--- src/rtl/id_stage_pipe_pkg.sv ---
// rtl/id_stage_pipe_pkg.sv - MIPS opcode and funct constants shared by the ID stage
package id_stage_pipe_pkg;

    typedef enum logic [5:0] {
        R_FORM = 6'h00,
        J      = 6'h02,
        JAL    = 6'h03,
        BEQ    = 6'h04,
        BNE    = 6'h05,
        ADDI   = 6'h08,
        ANDI   = 6'h0C,
        ORI    = 6'h0D,
        XORI   = 6'h0E,
        LUI    = 6'h0F,
        LW     = 6'h23,
        SW     = 6'h2B
    } opcode_e;

    localparam logic [5:0] JR = 6'h08;

endpackage

--- src/rtl/id_regfile.sv ---
// rtl/id_regfile.sv - 2R1W register file with hardwired zero entry and write-back bypass
module id_regfile #(
    parameter int XLEN    = 32,
    parameter int REG_NUM = 32,
    localparam int AW     = $clog2(REG_NUM)
) (
    input  logic            CLK,
    input  logic            RST,
    input  logic [AW-1:0]   raddr1_i,
    input  logic [AW-1:0]   raddr2_i,
    output logic [XLEN-1:0] rdata1_o,
    output logic [XLEN-1:0] rdata2_o,
    input  logic            wen_i,
    input  logic [AW-1:0]   waddr_i,
    input  logic [XLEN-1:0] wdata_i
);

    logic [XLEN-1:0] mem_q [REG_NUM];
    logic            wr;

    assign wr = wen_i && (waddr_i != '0);

    always_ff @(posedge CLK or posedge RST) begin
        if (RST) begin
            for (int i = 0; i < REG_NUM; i++) begin
                mem_q[i] <= '0;
            end
        end else if (wr) begin
            mem_q[waddr_i] <= wdata_i;
        end
    end

    // Same-cycle write-back is forwarded so WB and ID can share a cycle.
    always_comb begin
        rdata1_o = mem_q[raddr1_i];
        rdata2_o = mem_q[raddr2_i];
        if (raddr1_i == '0)                rdata1_o = '0;
        else if (wr && waddr_i == raddr1_i) rdata1_o = wdata_i;
        if (raddr2_i == '0)                rdata2_o = '0;
        else if (wr && waddr_i == raddr2_i) rdata2_o = wdata_i;
    end

endmodule

--- src/rtl/id_stage_pipe.sv ---
// rtl/id_stage_pipe.sv - pipelined decode stage with ID/EX register; ID_STALL_CNT_EN adds a bubble counter output
module id_stage_pipe
    import id_stage_pipe_pkg::*;
#(
    parameter int XLEN     = 32,
    parameter int REG_NUM  = 32,
    parameter int LINK_REG = 31,
    localparam int AW      = $clog2(REG_NUM)
) (
    input  logic            CLK,
    input  logic            RST,
    input  logic            in_valid,
    output logic            in_ready,
    input  logic [31:0]     Ins,
    input  logic            flush,
    input  logic            wb_en,
    input  logic [AW-1:0]   wb_addr,
    input  logic [XLEN-1:0] wb_data,
    output logic            out_valid,
    input  logic            out_ready,
    output logic [5:0]      ex_op,
    output logic [5:0]      ex_funct,
    output logic [4:0]      ex_shamt,
    output logic [XLEN-1:0] ex_rdata1,
    output logic [XLEN-1:0] ex_rdata2,
    output logic [XLEN-1:0] ex_imm,
    output logic [AW-1:0]   ex_waddr,
    output logic            ex_wen,
    output logic            ex_mem_read
`ifdef ID_STALL_CNT_EN
    ,
    output logic [31:0]     stall_cnt
`endif
);

    logic [5:0]      op, funct;
    logic [4:0]      shamt;
    logic [AW-1:0]   rs, rt, rd;
    logic [XLEN-1:0] rdata1, rdata2;
    logic [XLEN-1:0] dec_imm;
    logic [AW-1:0]   dec_waddr;
    logic            dec_wen, uses_rt;
    logic            hazard, accept, bubble;

    logic            out_valid_q, out_valid_d;
    logic [5:0]      op_q, op_d, funct_q, funct_d;
    logic [4:0]      shamt_q, shamt_d;
    logic [XLEN-1:0] rdata1_q, rdata1_d, rdata2_q, rdata2_d, imm_q, imm_d;
    logic [AW-1:0]   waddr_q, waddr_d;
    logic            wen_q, wen_d, mem_read_q, mem_read_d;

    assign op    = Ins[31:26];
    assign rs    = AW'(Ins[25:21]);
    assign rt    = AW'(Ins[20:16]);
    assign rd    = AW'(Ins[15:11]);
    assign shamt = Ins[10:6];
    assign funct = Ins[5:0];

    id_regfile #(.XLEN(XLEN), .REG_NUM(REG_NUM)) u_regfile (
        .CLK      (CLK),
        .RST      (RST),
        .raddr1_i (rs),
        .raddr2_i (rt),
        .rdata1_o (rdata1),
        .rdata2_o (rdata2),
        .wen_i    (wb_en),
        .waddr_i  (wb_addr),
        .wdata_i  (wb_data)
    );

    always_comb begin
        dec_imm   = XLEN'($signed(Ins[15:0]));
        dec_waddr = rt;
        dec_wen   = 1'b1;
        uses_rt   = 1'b0;
        case (op)
            ANDI, ORI, XORI: dec_imm = XLEN'(Ins[15:0]);
            LUI:             dec_imm = XLEN'($signed({Ins[15:0], 16'h0000}));
            default:         ;
        endcase
        case (op)
            R_FORM: begin
                dec_waddr = rd;
                dec_wen   = (funct != JR);
                uses_rt   = 1'b1;
            end
            JAL:          dec_waddr = AW'(LINK_REG);
            SW:           begin dec_wen = 1'b0; uses_rt = 1'b1; end
            BEQ, BNE:     begin dec_wen = 1'b0; uses_rt = 1'b1; end
            J:            dec_wen = 1'b0;
            default:      ;
        endcase
    end

    // A load in EX cannot forward in time for a consumer in ID.
    assign hazard   = out_valid_q && mem_read_q && (waddr_q != '0) &&
                      ((waddr_q == rs) || (uses_rt && (waddr_q == rt)));
    assign in_ready = (!out_valid_q || out_ready) && !hazard;
    assign accept   = in_valid && in_ready;
    assign bubble   = !flush && !accept && hazard && out_ready;

    always_comb begin
        out_valid_d = out_valid_q;
        op_d        = op_q;
        funct_d     = funct_q;
        shamt_d     = shamt_q;
        rdata1_d    = rdata1_q;
        rdata2_d    = rdata2_q;
        imm_d       = imm_q;
        waddr_d     = waddr_q;
        wen_d       = wen_q;
        mem_read_d  = mem_read_q;
        if (flush) begin
            out_valid_d = 1'b0;
            wen_d       = 1'b0;
            mem_read_d  = 1'b0;
        end else if (accept) begin
            out_valid_d = 1'b1;
            op_d        = op;
            funct_d     = funct;
            shamt_d     = shamt;
            rdata1_d    = rdata1;
            rdata2_d    = rdata2;
            imm_d       = dec_imm;
            waddr_d     = dec_waddr;
            wen_d       = dec_wen;
            mem_read_d  = (op == LW);
        end else if (bubble) begin
            out_valid_d = 1'b0;
            wen_d       = 1'b0;
            mem_read_d  = 1'b0;
        end else if (out_ready && !in_valid) begin
            out_valid_d = 1'b0;
        end
    end

    always_ff @(posedge CLK or posedge RST) begin
        if (RST) begin
            out_valid_q <= 1'b0;
            op_q        <= '0;
            funct_q     <= '0;
            shamt_q     <= '0;
            rdata1_q    <= '0;
            rdata2_q    <= '0;
            imm_q       <= '0;
            waddr_q     <= '0;
            wen_q       <= 1'b0;
            mem_read_q  <= 1'b0;
        end else begin
            out_valid_q <= out_valid_d;
            op_q        <= op_d;
            funct_q     <= funct_d;
            shamt_q     <= shamt_d;
            rdata1_q    <= rdata1_d;
            rdata2_q    <= rdata2_d;
            imm_q       <= imm_d;
            waddr_q     <= waddr_d;
            wen_q       <= wen_d;
            mem_read_q  <= mem_read_d;
        end
    end

    assign out_valid   = out_valid_q;
    assign ex_op       = op_q;
    assign ex_funct    = funct_q;
    assign ex_shamt    = shamt_q;
    assign ex_rdata1   = rdata1_q;
    assign ex_rdata2   = rdata2_q;
    assign ex_imm      = imm_q;
    assign ex_waddr    = waddr_q;
    assign ex_wen      = wen_q;
    assign ex_mem_read = mem_read_q;

`ifdef ID_STALL_CNT_EN
    logic [31:0] stall_cnt_q;

    always_ff @(posedge CLK or posedge RST) begin
        if (RST)         stall_cnt_q <= '0;
        else if (bubble) stall_cnt_q <= stall_cnt_q + 32'd1;
    end

    assign stall_cnt = stall_cnt_q;
`endif

endmodule

--- config.mk ---
export PLATFORM = sky130hd
export DESIGN_NAME = id_stage_pipe
export DESIGN_NICKNAME = d
export VERILOG_FILES = /design/src/rtl/id_stage_pipe_pkg.sv /design/src/rtl/id_regfile.sv /design/src/rtl/id_stage_pipe.sv
export SDC_FILE = /design/constraint.sdc
export NUM_CORES = 2
export LEC_CHECK = 0
export CORE_UTILIZATION = 41
export DETAILED_ROUTE_END_ITERATION = 12
export HOLD_SLACK_MARGIN = 0.06
export SYNTH_ARGS = -nofsm -noshare
export SYNTH_HDL_FRONTEND = slang
export SYNTH_SLANG_ARGS = --single-unit
--- constraint.sdc ---
create_clock -name CLK -period 70.1 [get_ports CLK]
set_input_delay 7.01 -clock CLK [delete_from_list [all_inputs] [get_ports CLK]]
set_output_delay 7.01 -clock CLK [all_outputs]
set_load 0.03 [all_outputs]
==> metrics.md <==
| Metric | Value |
|---|---|
| Filler instances | `between 10000 and 15000` |
| Vias per cell | `between 6 and 7` |
| Post-synth EDFFs | `0` |
| CTS tree | `built` |
| Total gr overflow | `0` |
| Die footprint | `approximately 150000 um^2` |
| Layout Cells excl Fill | `about 6000` |
| Number of global-route vias before repair | `between 30000 and 40000` |
| Crit path DAT | `9.57 ns` |
| Synth Net Count | `around 4000` |
| Type of origin of the critical path | `input pin` |
| Syn avg cell area | `about 15 um^2` |
| Final instance area | `roughly 67000 um^2` |
| Drt drc | `0` |
| CTS sink count | `between 1000 and 1500` |
| Total CTS buffers | `roughly 130` |
| Port Buffers | `around 200` |
| Initial antenna violation count | `7` |
| Initial Utilization | `roughly two fifths` |
| Critical Path RT | `about 63 ns` |
| Worst Setup SP | `Ins[22]` |
| RR Endpoint | `ex_rdata1[29]$_DFFE_PP0P_` |
| Post-synthesis register bit count | `1145` |
| Cts repair resizes | `0` |
| Gr usage total | `a little over a quarter` |
| Status | `finished clean` |
| Worst Hold Class | `reg2reg` |
| DR WL/cell | `31.49 um` |
| Max incr delay on CP | `0.96 ns` |
| First-pass GRT wire length | `around 280000 um` |
| Clock Path Buffers | `3` |
| Most common cell after layout, fill and taps aside | `dfrtp_1` |
| R2r startpoint | `ex_waddr[0]$_DFFE_PP0P_` |
| Nets@finish | `4065` |
| Critical Path, Cell by Cell | `clkdlybuf4s50_1 -> xor2_1 -> nor3_1 -> and4_1 -> nor3_1 -> clkdlybuf4s50_1` |
| Slew @ Worst Pin | `~1.2 ns` |
| Final setup viols | `0` |
| Pins Over Slew Limit | `0` |
| Post-CTS setup buffers | `0` |
| Hold Slack | `between 0.3 and 0.4 ns` |
| Commonest non-fill, non-tap cells in the layout | `1145 x dfrtp_1, 977 x mux2_2, 508 x mux4_2` |
| Pre-antenna DRT Iters | `5` |
| Proportion of layout cells with a drive suffix above 1 | `45.70%` |
| Worst-case reg-to-reg path depth | `7` |
| R2r setup slk | `roughly 66 ns` |
| Crit path kind | `in2out` |
| # hold bufs at CTS | `0` |
| Inst Count DP | `around 5700` |
| Pin count of the biggest net entering global routing | `between 150 and 200` |
| Seq/Total Area, Yosys | `a little under 50%` |
| CORE AREA | `142100 um^2` |
| Layout area overhead | `13.39%` |
| H-tree Lvls | `4` |
| Mapped Area | `a little under 60000 um^2` |
| Synth Warn # | `0` |
| Dpl cell area | `~62000 um^2` |
| Post-detailed-route count of antenna-violating nets | `0` |
| Unique masters post-synth | `56` |
| Gpl congestion | `around 0.81` |
| I/O pin count | `roughly 200` |
| Static Leak | `roughly 28 nW` |
| Critical Path End | `in_ready` |
| Gate Count Post-Synth | `between 4000 and 5000` |
| CTS Root Buffer Type | `clkbuf_16` |
| Vias after detailed routing | `~38000` |
| Ys flop type | `dfrtp_1` |
| Fmax achieved | `between 60 and 70 MHz` |
| Slew headroom | `between 15 and 20%` |
| Fin. Hold Viols | `0` |
| 1st-iter DRT viols | `3400` |
| Worst clock skew | `between 0.02 and 0.03 ns` |
| Clock Latency Late Sink | `about 0.78 ns` |
| Min Tclk post-route | `roughly 17 ns` |
| PwrDens | `roughly 30 nW/um^2` |
| Max_cap viols | `0` |
| Die Y-Extent | `around 380 um` |
| Estimated wirelength of the detail-placed design | `103300 um` |
| Tcrit/Tclk final | `approximately a quarter` |
| Ys async rst share | `100.0%` |
| RSZ-0062 raised after global routing | `no` |
| Drt total wl | `between 150000 and 200000 um` |
| Core Util, Final | `about 47%` |
| Crit. End Element | `primary output` |
| Setup TNS | `0 ns` |
| FP Rows | `around 140` |
| VDD IR-drop max | `0.00001928 V` |
| Worst-path clk slew | `roughly 0.060 ns` |
| Max FO, Critical Path | `14` |
| Slowest CP cell | `clkdlybuf4s50_1` |
| Die Span X | `381.0 um` |
[worst max-delay path, delay by kind of cell]
family | cells | cell delay [ns]
simple gates | 3 | 0.65
xor+xnor | 1 | 0.21
buf+inv | 2 | 1.70
[sequential cells by signal, summed over array words and instances, names as in the netlist]
| register | flops |
|---|---|
| ex_op | 6 |
| ex_imm | 32 |
| ex_waddr | 5 |
| ex_wen | 1 |
| out_valid | 1 |
| ex_mem_read | 1 |
| u_regfile.mem_q | 1024 |
| ex_shamt | 5 |
| ex_funct | 6 |
| ex_rdata1 | 32 |
| ex_rdata2 | 32 |
[worst min-delay path by stage]
stage | startpoint | cells after the start | end | slack (ns)
CTS | u_regfile.mem_q[1004]$_DFFE_PP0P_ | 0 | u_regfile.mem_q[1004]$_DFFE_PP0P_ | 0.40
finish | u_regfile.mem_q[999]$_DFFE_PP0P_ | 0 | u_regfile.mem_q[999]$_DFFE_PP0P_ | 0.40
global route | u_regfile.mem_q[1020]$_DFFE_PP0P_ | 0 | u_regfile.mem_q[1020]$_DFFE_PP0P_ | 0.41
floorplan | u_regfile.mem_q[1000]$_DFFE_PP0P_ | 1 | u_regfile.mem_q[1000]$_DFFE_PP0P_ | 0.44
detailed placement | u_regfile.mem_q[1004]$_DFFE_PP0P_ | 0 | u_regfile.mem_q[1004]$_DFFE_PP0P_ | 0.38
global placement | u_regfile.mem_q[1005]$_DFFE_PP0P_ | 0 | u_regfile.mem_q[1005]$_DFFE_PP0P_ | 0.38
[synth_stat cells, types with 3 or more instances]
| master | count | area, um^2 |
|---|---|---|
| nor3_1 | 8 | 40.04 |
| or3_1 | 3 | 18.77 |
| buf_1 | 42 | 157.7 |
| or2_2 | 3 | 18.77 |
| a22oi_1 | 127 | 953.4 |
| a31oi_1 | 7 | 43.79 |
| nor2_1 | 128 | 480.5 |
| buf_4 | 18 | 135.1 |
| inv_1 | 6 | 22.52 |
| mux2i_1 | 79 | 790.8 |
| o21ai_0 | 31 | 155.2 |
| mux4_2 | 508 | 11440 |
| nor2b_1 | 10 | 62.56 |
| mux2_2 | 977 | 11000 |
| a211oi_1 | 31 | 232.7 |
| nand2_1 | 170 | 638.1 |
| clkbuf_1 | 219 | 822.0 |
| a2111oi_0 | 9 | 78.83 |
| dfrtp_1 | 1145 | 28650 |
| o22ai_1 | 64 | 400.4 |
| a21oi_1 | 113 | 565.5 |
| nand4_1 | 4 | 25.02 |
| nand3_1 | 23 | 115.1 |
| and2_1 | 3 | 18.77 |
| xor2_1 | 7 | 61.31 |
| nand3b_1 | 4 | 30.03 |
| buf_6 | 11 | 123.9 |
| a2111oi_2 | 22 | 330.3 |
| xnor2_1 | 12 | 105.1 |
| a32oi_1 | 32 | 280.3 |
| nor3b_1 | 4 | 30.03 |
| nand2b_1 | 3 | 18.77 |
| buf_2 | 157 | 785.8 |
[area by class of cell]
| type | instances | area (um^2) | area share (%) |
|---|---|---|---|
| diodes | 2 | 5.005 | 0.007494 |
| clock buffers | 201 | 3999 | 5.988 |
| clock inverters | 35 | 459.2 | 0.6876 |
| inverters | 6 | 30.03 | 0.04496 |
| multi-input cells | 2410 | 28470 | 42.63 |
| flip-flops and latches | 1145 | 28650 | 42.90 |
| well taps | 1890 | 2365 | 3.541 |
| repair buffers | 295 | 2801 | 4.195 |
[through the flow]
step / setup WS (ns) / power (mW)
2_1_floorplan: 30.84 / 1.164
3_3_place_gp: 53.49 / 1.270
3_5_place_dp: 53.55 / 1.283
4_1_cts: 53.53 / 2.001
5_1_grt: 53.40 / 2.071
6_report: 53.52 / 1.988
[cells by family after synthesis]
kind of cell / Yosys count / synth area share [%]
compound gates: 450 / 5.383
xor+xnor: 20 / 0.3102
buf+inv: 453 / 3.475
flops: 1145 / 48.65
mux: 1564 / 39.45
simple gates: 376 / 2.736
[report_power, final]
group | switching, mW | total [mW] | internal, mW | leakage (nW)
Sequential | 0.0852 | 0.870 | 0.785 | 14.6
Clock | 0.291 | 0.715 | 0.424 | 2.19
Combinational | 0.174 | 0.403 | 0.229 | 11.3
Total | 0.550 | 1.99 | 1.44 | 28.1
[routing by layer]
layer	wire [um]	up-vias	GRT usage, %
li1	-	15370	-
met1	77290	20480	34.69
met2	93080	1305	43.04
met3	11290	370	4.821
met4	6729	10	9.750
met5	63	-	0
Note: power is estimated with default switching activity, not from simulation.
